### src/rtl/uart_tx_frame_ctrl.sv
// Frame sequencer and serializer feeding the UART TX output mux.
// One bit per CLK. Outputs are registered from the next-state decode.
module uart_tx_frame_ctrl #(
    parameter int DATA_WIDTH = 8
) (
    input  logic                  CLK,
    input  logic                  RST,
    input  logic [DATA_WIDTH-1:0] P_DATA,
    input  logic                  Data_Valid,
    input  logic                  PAR_EN,
    input  logic                  PAR_TYP,
    output logic [1:0]            mux_sel,
    output logic                  ser_data,
    output logic                  par_bit,
    output logic                  busy,
    output logic                  ready
);

    localparam int CW = $clog2(DATA_WIDTH) + 1;

    typedef enum logic [2:0] {
        IDLE,
        START,
        DATA,
        PARITY,
        STOP
    } state_t;

    state_t                state;
    state_t                nxt;
    logic [DATA_WIDTH-1:0] shift_q;
    logic [CW-1:0]         cnt_q;
    logic                  par_en_q;
    logic                  accept;
    logic                  last_bit;

    assign accept   = Data_Valid & ready;
    assign last_bit = (cnt_q == CW'(DATA_WIDTH - 1));
    assign ser_data = shift_q[0];

    function automatic logic [1:0] sel_of(input state_t s);
        logic [1:0] sel;
        unique case (s)
            START:   sel = 2'b00;
            DATA:    sel = 2'b10;
            PARITY:  sel = 2'b11;
            default: sel = 2'b01;
        endcase
        return sel;
    endfunction

    always_comb begin
        nxt = state;
        unique case (state)
            IDLE:    if (accept) nxt = START;
            START:   nxt = DATA;
            DATA: begin
                if (last_bit)
                    nxt = par_en_q ? PARITY : STOP;
            end
            PARITY:  nxt = STOP;
            STOP:    nxt = accept ? START : IDLE;
            default: nxt = IDLE;
        endcase
    end

    // Status outputs track the state being entered, so they flip with it.
    always_ff @(posedge CLK or negedge RST) begin
        if (!RST) begin
            state    <= IDLE;
            mux_sel  <= 2'b01;
            busy     <= 1'b0;
            ready    <= 1'b1;
            shift_q  <= '0;
            cnt_q    <= '0;
            par_en_q <= 1'b0;
            par_bit  <= 1'b0;
        end else begin
            state   <= nxt;
            mux_sel <= sel_of(nxt);
            busy    <= (nxt != IDLE);
            ready   <= (nxt == IDLE) || (nxt == STOP);
            if (accept) begin
                shift_q  <= P_DATA;
                cnt_q    <= '0;
                par_en_q <= PAR_EN;
                par_bit  <= PAR_TYP ? ~^P_DATA : ^P_DATA;
            end else if (state == DATA) begin
                shift_q <= shift_q >> 1;
                cnt_q   <= cnt_q + CW'(1);
            end
        end
    end

endmodule

### config.mk
export PLATFORM = sky130hd
export DESIGN_NAME = uart_tx_frame_ctrl
export DESIGN_NICKNAME = d
export VERILOG_FILES = /design/src/rtl/uart_tx_frame_ctrl.sv
export SDC_FILE = /design/constraint.sdc
export NUM_CORES = 1
export LEC_CHECK = 0
export CAP_MARGIN = 20
export CORE_MARGIN = 2
export CORE_UTILIZATION = 39
export DETAILED_ROUTE_END_ITERATION = 6
export GPL_TIMING_DRIVEN = 1
export PLACE_DENSITY = 0.71
export SYNTH_ARGS = -nofsm -noshare
export SYNTH_HDL_FRONTEND = slang
export SYNTH_SLANG_ARGS = --single-unit
### constraint.sdc
create_clock -name CLK -period 1.5 [get_ports CLK]
set_clock_uncertainty 0.15 [all_clocks]
set_input_delay 0.15 -clock CLK [delete_from_list [all_inputs] [get_ports CLK]]
set_output_delay 0.15 -clock CLK [all_outputs]
set_load 0.01 [all_outputs]
; Yosys cells after proc, flatten, opt, wreduce, memory -nomap -nowiden
; Cells that the tools add are included.
[word_totals]
reg_bits = 21
in_bits = 13
out_inout_bits = 6
[op_classes]
add_sub_neg = 1
eq_ne = 9
muxes = 11
bitwise = 1
reduce_logical = 7
[ops]
columns = operator, count
row1 = $mux 8, 2
row2 = $pmux 3 s5, 1
row3 = $eq 3x2->1 const B, 4
row4 = $mux 3, 3
row5 = $mux 4, 2
row6 = $reduce_xnor 8->1, 1
row7 = $reduce_xor 8->1, 1
row8 = $eq 3x1->1 const B, 2
row9 = $eq 3x3->1 const B, 2
row10 = $logic_not 3->1, 2
row11 = $pmux 2 s3, 1
row12 = $add 4x1->4 const B, 1
row13 = $eq 4x3->1 const B, 1
row14 = $reduce_bool 3->1, 1
row15 = $mux 1, 2
row16 = $reduce_bool 2->1, 1
row17 = $and 1x1->1, 1
row18 = $logic_or 1x1->1, 1

; Longest topological paths before layout
[logic_depth]
depth_word = 5
depth_mapped = 5
mapped_depth_nobuf = 5

; Least setup slack after synthesis
; No wires, ideal clock.
[synth_timing]
kind = register to register
from = register state[2]
to = register shift_q[1]
setup_ns = 0.132
arrival_ns = 1.129
slack_ns = 0.089
stages_incl_launch_ff = 5
path_buffers = 1
synth_period_minus_slack_ns = 1.411
path_cell_list = dfrtp_1 nor3b_4 buf_6 mux2i_1 o21ai_1
[synth_between]
elab_chain_len = 2
[synth_rtl]
columns = item, line
row1 = start: declaration, 29  ; state_t state;
row2 = start signal: assignment, 79  ; state <= nxt;
row3 = $eq 3x2->1, 88  ; end else if (state == DATA) begin
row4 = $reduce_bool 2->1 (no source line), n/a
row5 = end signal: assignment, 89  ; shift_q <= shift_q >> 1;
row6 = end: declaration, 31  ; logic [DATA_WIDTH-1:0] shift_q;
; Every way passes these cells.
; A chain may end at the register's enable or synchronous reset.

; Final worst setup path
[layout_timing]
from = register cnt_q[1]
to = register state[1]
[layout_between]
elab_chain_len = 3
[layout_rtl]
columns = item, line
row1 = start: declaration, 32  ; logic [CW-1:0] cnt_q;
row2 = start signal: assignment, 90  ; cnt_q <= cnt_q + CW'(1);
row3 = $eq 4x3->1, 38  ; assign last_bit = (cnt_q == CW'(DATA_WIDTH - 1));
row4 = $mux 3, 58  ; if (last_bit)
row5 = $pmux 3 s5, 54  ; unique case (state)
row6 = net nxt[1], 30  ; state_t nxt;
; The timed path passes the listed nets, and every way through them passes these cells.

==> flow_metrics.tcl <==
set metrics [dict create \
    tightest_slew_ns 0.259 \
    met3_usage 0.0355 \
    wl_per_cell_um 12.0 \
    postLayoutSetupSlackWorst_ns 0.0564 \
    clock_sinks 21 \
    avgSynthCellArea_um2 10.9 \
    min_period_over_period 0.962 \
    drcViolationCount 0 \
    ys_ff_latch 21 \
    syn_to_final_growth_pct 32.6 \
    powerDensity_nw_per_um2 1800 \
    cts_tree "done" \
    hp-class "in -> async" \
    path_class "reg -> reg" \
    syn-cell-area_um2 1000 \
    wirelength_mm 1.82 \
    numCtsBuffers 3 \
    io_buffers 18 \
    cts_root_buf "clkbuf_4" \
    utilization 0.541 \
    clk_latency_ns 0.30 \
    dp_slack_ns -0.254 \
    grt-busiest-layer "met2" \
    synth_cells 92 \
    postRouteAntennaNets 0 \
    initial_core_util 0.408 \
    fin_area_um2 1330 \
    dr.pass1.iters 4 \
    finalCriticalPeriod_ns 1.44 \
    diodes 0 \
    place_congestion 0.784 \
    setup_viol 0 \
    synth_warnings 0 \
    grt_overflow 0 \
    drive_above_1_share 0.164 \
    yosysUniqueCellTypes 23 \
    placed_cell_area_um2 1280 \
    whs_ns 0.0208 \
    seq_area_frac_synth 0.528 \
    grtUsageTotal 0.147 \
    antenna_found_initial 0 \
    htree_num_levels 1 \
    use_met1 0.187 \
    clockBufferDepth 2 \
    syn_nets 106 \
    crit_fanout 3 \
    ys_top_cells_by_area "dfrtp_1 48%, mux2i_1 10%, nand2_1 6.4%" \
    grt_pass1_vias 718 \
    grt_pass1_wl_mm 3.11 \
    max_freq_ghz 0.693 \
    fp.coreArea_um2 2450 \
    finalHoldViolCount 0 \
    end_kind "flop" \
    dieArea_um2 2990 \
    grt_max_degree 22 \
    maxSlewViolCount 0 \
    tns_ns 0 \
    relSlewSlack 0.827 \
    rsz0062_at_grt "true" \
    dp_hpwl_mm 1.32 \
    r2r-start "cnt_q[1]" \
    vdd_ir_drop_max_mv 1.06 \
    chipWidth_um 54.7 \
    rows 18 \
    yosys.area.top_type "dfrtp_1" \
    p_leak_nw 0.617 \
    die_h_um 54.7 \
    via_count 720 \
    max_cap_violations 0 \
    met2_usage 0.242 \
    drtIter0Drc 4 \
    r2r-end "state[1]" \
    nets 137 \
    worstSetupStartpointType "flop" \
    required_ns 1.55 \
    rrSetupSlack_ns 0.06 \
    clk_pin_slew_ns 0.12 \
    status "complete, no violations" \
    ios 19 \
    vias_per_cell 4.74 \
    crit_arrival_ns 1.49 \
    netlist.area_leader.share 0.475 \
    reg2reg_depth 5 \
]
synthesized netlist by cell type (all sizes together):
library cell	number
o21ai	10
dfstp	2
nand2	17
xor2	4
ha	1
a31oi	1
o21ba	1
nor3b	2
clkbuf	2
dfrtp	19
xnor2	5
mux2i	10
nand3b	1
a21oi	1
nand4	1
inv	1
xnor3	1
buf	2
nor2	9
o32a	1
and2	1
critical path, stage by stage (launching register included):
cell	delay, ns
dfrtp_1	0.39
ha_1	0.17
nand3b_1	0.16
o21ba_4	0.25
mux2i_2	0.17
nor2_1	0.06
area by class of cell:
class,count,area [µm²]
Tap cell,30,37.5
Timing Repair Buffer,30,283
Inverter,1,3.75
Multi-Input combinational cell,66,449
Fill cell,212,1130
Clock buffer,4,26.3
Sequential cell,21,528
state kept, by name, summed over array words and instances, names as in the netlist:
register  count
mux_sel       2
shift_q       8
busy          1
ready         1
par_bit       1
cnt_q         4
par_en_q      1
state         3
report_power, final:
| group | switching, mW | internal [mW] |
|---|---|---|
| registers | 0.138 | 0.835 |
| clock network | 0.169 | 0.104 |
| logic | 0.529 | 0.609 |
layout by cell type (no fill, tap or decap):
cell,n
dfrtp_1,19
nand2_1,17
clkdlybuf4s50_1,12
buf_4,11
nor2_1,9
mux2i_1,9
o21ai_1,7
xnor2_1,5
xor2_1,4
dlygate4sd2_1,4
o21ai_0,3
clkbuf_4,3
dfstp_2,2
dlymetal6s2s_1,2
nand3b_1,1
o21ba_4,1
mux2i_2,1
nor3b_1,1
o32a_1,1
and2_1,1
inv_1,1
a31oi_1,1
nor3b_4,1
a21oi_1,1
xnor3_1,1
nand4_1,1
ha_1,1
clkbuf_1,1
buf_12,1
worst max-delay path by stage:
stage	from	end	slack, ns	cells past startpoint
after CTS	cnt_q[0]	state[1]	0.01	5
after floorplan	state[2]	shift_q[1]	0.09	4
after global routing	cnt_q[1]	mux_sel[1]	-0.05	5
after global placement	P_DATA[2]	par_bit	-0.21	5
after detailed placement	P_DATA[2]	par_bit	-0.25	5
final	cnt_q[1]	state[1]	0.06	5
routing by layer:
| layer | share of wire | vias up | routed length, µm |
|---|---|---|---|
| li1 | - | 368 | - |
| met2 | 0.51 | 4 | 922 |
| met1 | 0.47 | 346 | 854 |
| met4 | 0.0060 | 0 | 11 |
| met3 | 0.018 | 2 | 32 |
| met5 | 0 | - | 0 |
cell families after synthesis:
kind of cell               after synthesis  share of synthesized area
DFF                                     21                      0.528
AOI/OAI and AO/OA                       14                     0.0812
buffers and inverters                    5                     0.0337
xor gates and xnor gates                10                      0.101
and+or+nand+nor                         31                      0.144
adders and majority gates                1                     0.0125
muxes                                   10                      0.100
metrics by stage:
step / power, mW / std cells
after CTS: 2.37 / 150
after global routing: 2.58 / 152
final: 2.38 / 152
after detailed placement: 2.13 / 146
after floorplan: 1.71 / 92
after global placement: 2.09 / 146
repair_timing:
item | in CTS | in global routing
endpoints found under the setup margin | 4 | 6
hold buffers | 0 | 0
endpoints found under the hold margin | 0 | 0
gates cloned | 0 | 0
setup buffers | 0 | 2
gates resized for setup | 4 | 4
pin swaps | 0 | 1
Power figures use the tool's default switching activity.
